<file path="src/rtl/fpu_ss_mem_buffer.sv">
`default_nettype none
// ============================================================================
// fpu_ss_mem_buffer : FIFO of in-flight FP load/store metadata {we, rd, core_id}
// Revision: 1.0
// ============================================================================
module fpu_ss_mem_buffer #(
    parameter int DEPTH     = 4,
    parameter int CORE_ID_W = 5
) (
    input  logic                         clk_i,
    input  logic                         rst_ni,
    input  logic                         flush_i,
    input  logic                         push_valid_i,
    output logic                         push_ready_o,
    input  logic                         push_we_i,
    input  logic [4:0]                   push_rd_i,
    input  logic [CORE_ID_W-1:0]         push_core_id_i,
    output logic                         pop_valid_o,
    input  logic                         pop_ready_i,
    output logic                         pop_we_o,
    output logic [4:0]                   pop_rd_o,
    output logic [CORE_ID_W-1:0]         pop_core_id_o,
    output logic [$clog2(DEPTH+1)-1:0]   usage_o,
    output logic                         full_o,
    output logic                         empty_o,
    output logic                         underflow_o,
    input  logic                         clear_err_i
);

    localparam int AW      = $clog2(DEPTH);
    localparam int UW      = $clog2(DEPTH+1);
    localparam int ENTRY_W = 1 + 5 + CORE_ID_W;

    logic [ENTRY_W-1:0] mem_q [DEPTH];
    logic [AW-1:0]      wr_ptr_q, wr_ptr_d;
    logic [AW-1:0]      rd_ptr_q, rd_ptr_d;
    logic [UW-1:0]      usage_q, usage_d;
    logic               underflow_q, underflow_d;

    logic               push_fire;
    logic               pop_fire;
    logic               pop_empty;
    logic [ENTRY_W-1:0] head;

    assign full_o       = (usage_q == UW'(DEPTH));
    assign empty_o      = (usage_q == '0);
    assign push_ready_o = ~full_o;
    assign pop_valid_o  = ~empty_o;
    assign usage_o      = usage_q;
    assign underflow_o  = underflow_q;

    assign push_fire = push_valid_i & push_ready_o;
    assign pop_fire  = pop_ready_i & pop_valid_o;
    assign pop_empty = pop_ready_i & empty_o;

    // Head data is forced to zero when empty so stale entries never leak out.
    assign head = empty_o ? '0 : mem_q[rd_ptr_q];
    assign {pop_we_o, pop_rd_o, pop_core_id_o} = head;

    always_comb begin
        wr_ptr_d    = wr_ptr_q;
        rd_ptr_d    = rd_ptr_q;
        usage_d     = usage_q;
        underflow_d = underflow_q;

        if (flush_i) begin
            wr_ptr_d = '0;
            rd_ptr_d = '0;
            usage_d  = '0;
        end else begin
            // Pointer width equals log2(DEPTH), so natural overflow is the wrap.
            if (push_fire) wr_ptr_d = wr_ptr_q + AW'(1);
            if (pop_fire)  rd_ptr_d = rd_ptr_q + AW'(1);
            if (push_fire && !pop_fire)      usage_d = usage_q + UW'(1);
            else if (pop_fire && !push_fire) usage_d = usage_q - UW'(1);
        end

        if (pop_empty)        underflow_d = 1'b1;
        else if (clear_err_i) underflow_d = 1'b0;
    end

    always_ff @(posedge clk_i or negedge rst_ni) begin
        if (!rst_ni) begin
            wr_ptr_q    <= '0;
            rd_ptr_q    <= '0;
            usage_q     <= '0;
            underflow_q <= 1'b0;
        end else begin
            wr_ptr_q    <= wr_ptr_d;
            rd_ptr_q    <= rd_ptr_d;
            usage_q     <= usage_d;
            underflow_q <= underflow_d;
        end
    end

    always_ff @(posedge clk_i) begin
        if (push_fire && !flush_i) begin
            mem_q[wr_ptr_q] <= {push_we_i, push_rd_i, push_core_id_i};
        end
    end

endmodule
`default_nettype wire

</file>
<file path="config.mk">
export PLATFORM = sky130hd
export DESIGN_NAME = fpu_ss_mem_buffer
export DESIGN_NICKNAME = d
export VERILOG_FILES = /design/src/rtl/fpu_ss_mem_buffer.sv
export SDC_FILE = /design/constraint.sdc
export NUM_CORES = 1
export LEC_CHECK = 0
export CAP_MARGIN = 15
export CORE_MARGIN = 2
export CORE_UTILIZATION = 50
export DETAILED_ROUTE_END_ITERATION = 8
export GPL_TIMING_DRIVEN = 0
export PLACE_DENSITY = 0.75
export SLEW_MARGIN = 20
export SYNTH_ARGS = -nofsm -noshare
export SYNTH_HDL_FRONTEND = slang
export SYNTH_SLANG_ARGS = --single-unit
</file>
<file path="constraint.sdc">
create_clock -name clk_i -period 3.05 [get_ports clk_i]
set_input_delay 0.61 -clock clk_i [delete_from_list [all_inputs] [get_ports clk_i]]
set_output_delay 0.61 -clock clk_i [all_outputs]
set_load 0.02 [all_outputs]
</file>
**After elaboration in Yosys (flattened, before gate mapping)**

Memories as Yosys holds them, arrays and structs flattened.
Index checks and enable logic that the tools add are counted.

- Add/sub/neg operators: 4
- Equal/unequal tests: 1
- Muxes and demuxes: 12
- Bitwise logic cells: 5
- Reduce and logical (&&, ||, !) cells: 11

Operators with widths:

| kind | number |
|---|---|
| 11-bit 2-to-1 mux | 1 |
| 3-bit 2-to-1 mux | 3 |
| 2-bit 2-to-1 mux | 4 |
| 2-bit nonzero test | 3 |
| 2-bit by 1-bit adder with 2-bit output, second input constant | 2 |
| 1-bit 2-to-1 mux | 4 |
| 3-bit by 1-bit adder with 3-bit output, second input constant | 1 |
| 1-bit bitwise AND | 3 |
| 3-bit == test, second input constant | 1 |
| 1-bit logical AND | 3 |
| 1-bit zero test | 3 |
| 3-bit zero test | 1 |
| 3-bit nonzero test | 1 |
| 3-bit by 1-bit subtractor with 3-bit output, second input constant | 1 |
| 1-bit NOT | 2 |

- Register bits: 8
- Bits in writable memories: 44
- Bits of input ports: 17
- Output and inout port bits: 19
- Logic and storage cells: 38
- Memories: 1

Memory list:

| memory | words | bits a word | read ports | clocked after memory_dff | wr ports | RTL line | RTL |
|---|---|---|---|---|---|---|---|
| mem_q | 4 | 11 | 1 | 0 | 1 | 34 | `logic [ENTRY_W-1:0] mem_q [DEPTH];` |

**Longest topological paths before layout**

- Depth in word-level cells: 8
- Depth in mapped cells: 8
- Mapped depth without buffers: 6

**Worst setup path after synthesis**

Ideal clock, no wire load.

- Kind: register -> register
- From: register usage_q[0] (netlist: usage_o[0])
- To: register usage_q[2] (netlist: usage_o[2])
- Library setup time: 0.144 ns
- Data arrival time: 2.210 ns
- Data required time: 2.906 ns
- Setup slack: 0.696 ns
- Stages on the path, launching flop included: 9
- Path buffers: 2
- Period minus slack after synthesis: 2.354 ns
- Path through: dfrtp_1 > buf_2 > or3b_1 > buf_2 > and3_1 > fa_1 > and3b_1 > a311oi_1 > a211oi_1

- Elaborated cells between the ends (all ways): 16
- Those cells by class: add/sub: 2; eq/ne: 1; mux: 3; bitwise: 4; reduce/logical: 6

RTL lines:

| what | RTL line | RTL |
|---|---|---|
| from (decl) | 37 | `logic [UW-1:0] usage_q, usage_d;` |
| from (signal assigned) | 91 | `usage_q <= usage_d;` |
| 3-bit == test (*) | 45 | `assign full_o = (usage_q == UW'(DEPTH));` |
| 1-bit NOT (*) | 47 | `assign push_ready_o = ~full_o;` |
| net push_ready_o | 14 | `output logic push_ready_o,` |
| 1-bit bitwise AND (*) | 52 | `assign push_fire = push_valid_i & push_ready_o;` |
| 1-bit logical AND / 1-bit zero test (equally long branches) | 74, 75 |  |
| 3-bit 2-to-1 mux / 1-bit logical AND (equally long branches) | 74, 75 |  |
| 3-bit 2-to-1 mux / 3-bit nonzero test (equally long branches) | n/a |  |

The timed path passes the listed nets; every way through them passes the cells marked *. The select of a mux whose other input is x is not followed.
A chain may end at the register's enable or synchronous reset.

**Final worst setup path**

- From: register rd_ptr_q[0]
- To: output port pop_core_id_o[2]

- Cells in the longest elaborated chain, start to end: 2

Ends and longest elaborated chain:

| what | RTL line | RTL |
|---|---|---|
| from (decl) | 36 | `logic [AW-1:0] rd_ptr_q, rd_ptr_d;` |
| from (signal assigned) | 90 | `rd_ptr_q <= rd_ptr_d;` |
| memory 4 x 11 bit | n/a |  |
| 11-bit 2-to-1 mux | 57 | `assign head = empty_o ? '0 : mem_q[rd_ptr_q];` |
| to (decl) | 22 | `output logic [CORE_ID_W-1:0] pop_core_id_o,` |

No other way between the ends.

==> results.cfg <==
[pwr]
pwr-share-clk_pct = 18.3
ir_worst_vdd_mv = 0.374
p_per_area_nw_per_um2 = 801
p_comb_share_pct = 41.5
switching_share_pct = 33.8
p_sw_mw = 0.740
seqPwrFrac_pct = 40.2
p_leak_nw = 0.966
p_int_mw = 1.45

[global_route]
antenna_found_initial = 0
grt_pass1_vias = 1313
grt_pass1_wl_um = 6520
grt-ovfl-total = 0
grt_usage_pct = 17.7
grt_max_degree = 19

[run_status]
status = completed

[place]
io_buffers = 32
dp_hpwl_um = 2830
routabilityCongestion = 0.731
dpl_cell_area_um2 = 2640

[routing]
final_antenna_net_count = 0
num_vias = 1252
wl_per_cell_um = 17.3
drt_iter0_markers = 68
firstDrtPassIters = 4
drc_errors = 0
vias_per_cell = 5.49
routed_wl_um = 3940

[die]
initial_utilization_pct = 51.7
core_area_um2 = 4350
dieArea_um2 = 5050
row_count = 24
die_w_um = 71.1
ioPinCount = 36
die_h_um = 71.1

[timing]
slew_headroom_pct = 60.8
rsz0062_at_grt = no
finalCriticalPeriod_ns = 2.84
hold_viol = 0
setup_tns_ns = 0
tightest_slew_ns = 0.588
finalSetupViolCount = 0
fmax_mhz = 353
finalClockSkew_ns = 0.00623
slew_violations = 0
finalCritPeriodShare_pct = 93.0

[yosys]
synthCells = 136
syn_area_um2 = 2250
yosys.area.top_type = edfxtp_1
synth_commonest_cells = edfxtp_1, mux4_2, nor2b_1
syn_nets = 158
synth.top_cells.by_area = edfxtp_1, mux4_2, dfrtp_1
ys_seq_area_share_pct = 67.6
post-synth-top-count-cell = edfxtp_1
ys_ff_latch = 52
yosysTopAreaCellShare_pct = 58.7
ys.flop_type = edfxtp_1
ys_types = 33
synth_warnings = 0
async_reset_ff_share_pct = 15.4
synth.avg_cell_area_um2 = 16.5
synth-edff-count = 44

[layout]
diodes = 0
nets = 197
drive_above_1_share_pct = 18.8
multi_input_area_um2 = 649
syn2layout_area_growth_pct = 21.6
design_area_um2 = 2740
ff_latch_area_um2 = 1520
num-fill-cells = 310

[cts]
cts-root-buf = clkbuf_8
clock_latency_ns = 0.31
ctsHoldBuffers = 0
max-clock-path-buffers = 2
clk_pin_slew_ns = 0.09
cts_buffers = 5
htreeDepth = 2
cts.sinks = 52
cts_tree = built

[hold_path]
holdCritPathClass = reg -> reg

[worst_setup_path]
cp-end-kind = output port
crit_arrival_ns = 2.23
path_max_fanout = 10
critical_path_class = reg -> out
startpoint_type = flip-flop
required_ns = 2.44

[job]
drv_cap = 0
==> registers in the layout, indices dropped and copies added, names as in the netlist <==
name         cells
underflow_o      1
usage_o          3
rd_ptr_q         2
mem_q           44
wr_ptr_q         2
==> power groups by stage <==
stage	sequential, mW	clock (mW)	combinational [mW]
after floorplan	0.911	0	0.534
after global placement	0.891	0	0.894
after detailed placement	0.895	0	0.926
after CTS	0.881	0.409	0.928
after global routing	0.892	0.435	0.978
final	0.882	0.400	0.910
==> cell type report <==
class	instances	share of cell area, %
buffer	8	1.78
clock buffer	5	2.51
clock inverter	3	1.01
inverter	9	1.28
multi-input combinational	67	23.7
sequential	52	55.6
tap	52	2.38
timing repair buffer	32	11.7
==> cells by family (layout without fill, tap and decap cells) <==
family,count (synthesis),in the layout,synth area share [%]
fa+ha+maj,5,5,3.11
flops,52,52,67.6
buf+inv,17,57,3.73
simple gates,32,32,7.79
xor+xnor,2,2,0.779
mux,14,14,12.5
compound gates,14,14,4.51
==> layer usage <==
| layer | vias to the layer above | track usage (%) | share of wire, % |
|---|---|---|---|
| li1 | 582 | - | - |
| met1 | 638 | 20.8 | 40 |
| met2 | 24 | 30.0 | 54 |
| met3 | 8 | 4.56 | 3.8 |
| met4 | 0 | 9.22 | 2.2 |
| met5 | - | 0 | 0 |
==> timing repair <==
action,CTS,global route
buffers inserted,0,0
endpoints found under the setup margin,2,0
gates resized for setup,1,0
==> cell usage in the layout, fill, tap and decap left out, types with 2 or more instances in the layout <==
cell             count
nor2b_1             11
nor2_1               9
clkdlybuf4s50_1     32
and2_1               4
dfrtp_1              8
clkbuf_8             5
edfxtp_1            44
inv_1                8
ha_1                 4
a21oi_1              2
o21ai_0              3
buf_2                6
mux2_2               2
xor2_1               2
mux4_2              11
nand3_1              2
==> critical path: stages (launching register included) <==
cell             delay (ns)
dfrtp_1                0.49
buf_6                  0.23
mux4_2                 0.51
nor2b_1                0.14
clkdlybuf4s50_1        0.55
==> worst paths after layout <==
check                            start  slack, ns  cells past startpoint               end
hold reg to reg            underflow_o       0.53                      2       underflow_o
setup / recovery           rd_ptr_q[0]       0.21                      4  pop_core_id_o[2]
hold / removal             underflow_o       0.53                      2       underflow_o
min in group asynchronous       rst_ni       0.59                      1        usage_o[1]
max in group asynchronous       rst_ni       2.16                      1        usage_o[2]
setup reg to reg            usage_o[0]       0.69                      8        usage_o[2]
==> through the flow <==
step / instances / power, mW / utilization, % / hold WS, ns / setup slack, ns
after floorplan: 136 / 1.45 / - / 0.314 / 0.696
after global placement: 220 / 1.79 / 60.5 / 0.512 / 0.438
after detailed placement: 220 / 1.82 / 60.5 / 0.523 / 0.328
after CTS: 228 / 2.22 / 62.8 / 0.539 / 0.185
after global routing: 228 / 2.31 / 62.8 / 0.557 / 0.114
final: 228 / 2.19 / 62.8 / 0.530 / 0.215
No activity file was read; power rests on OpenSTA's default activity.
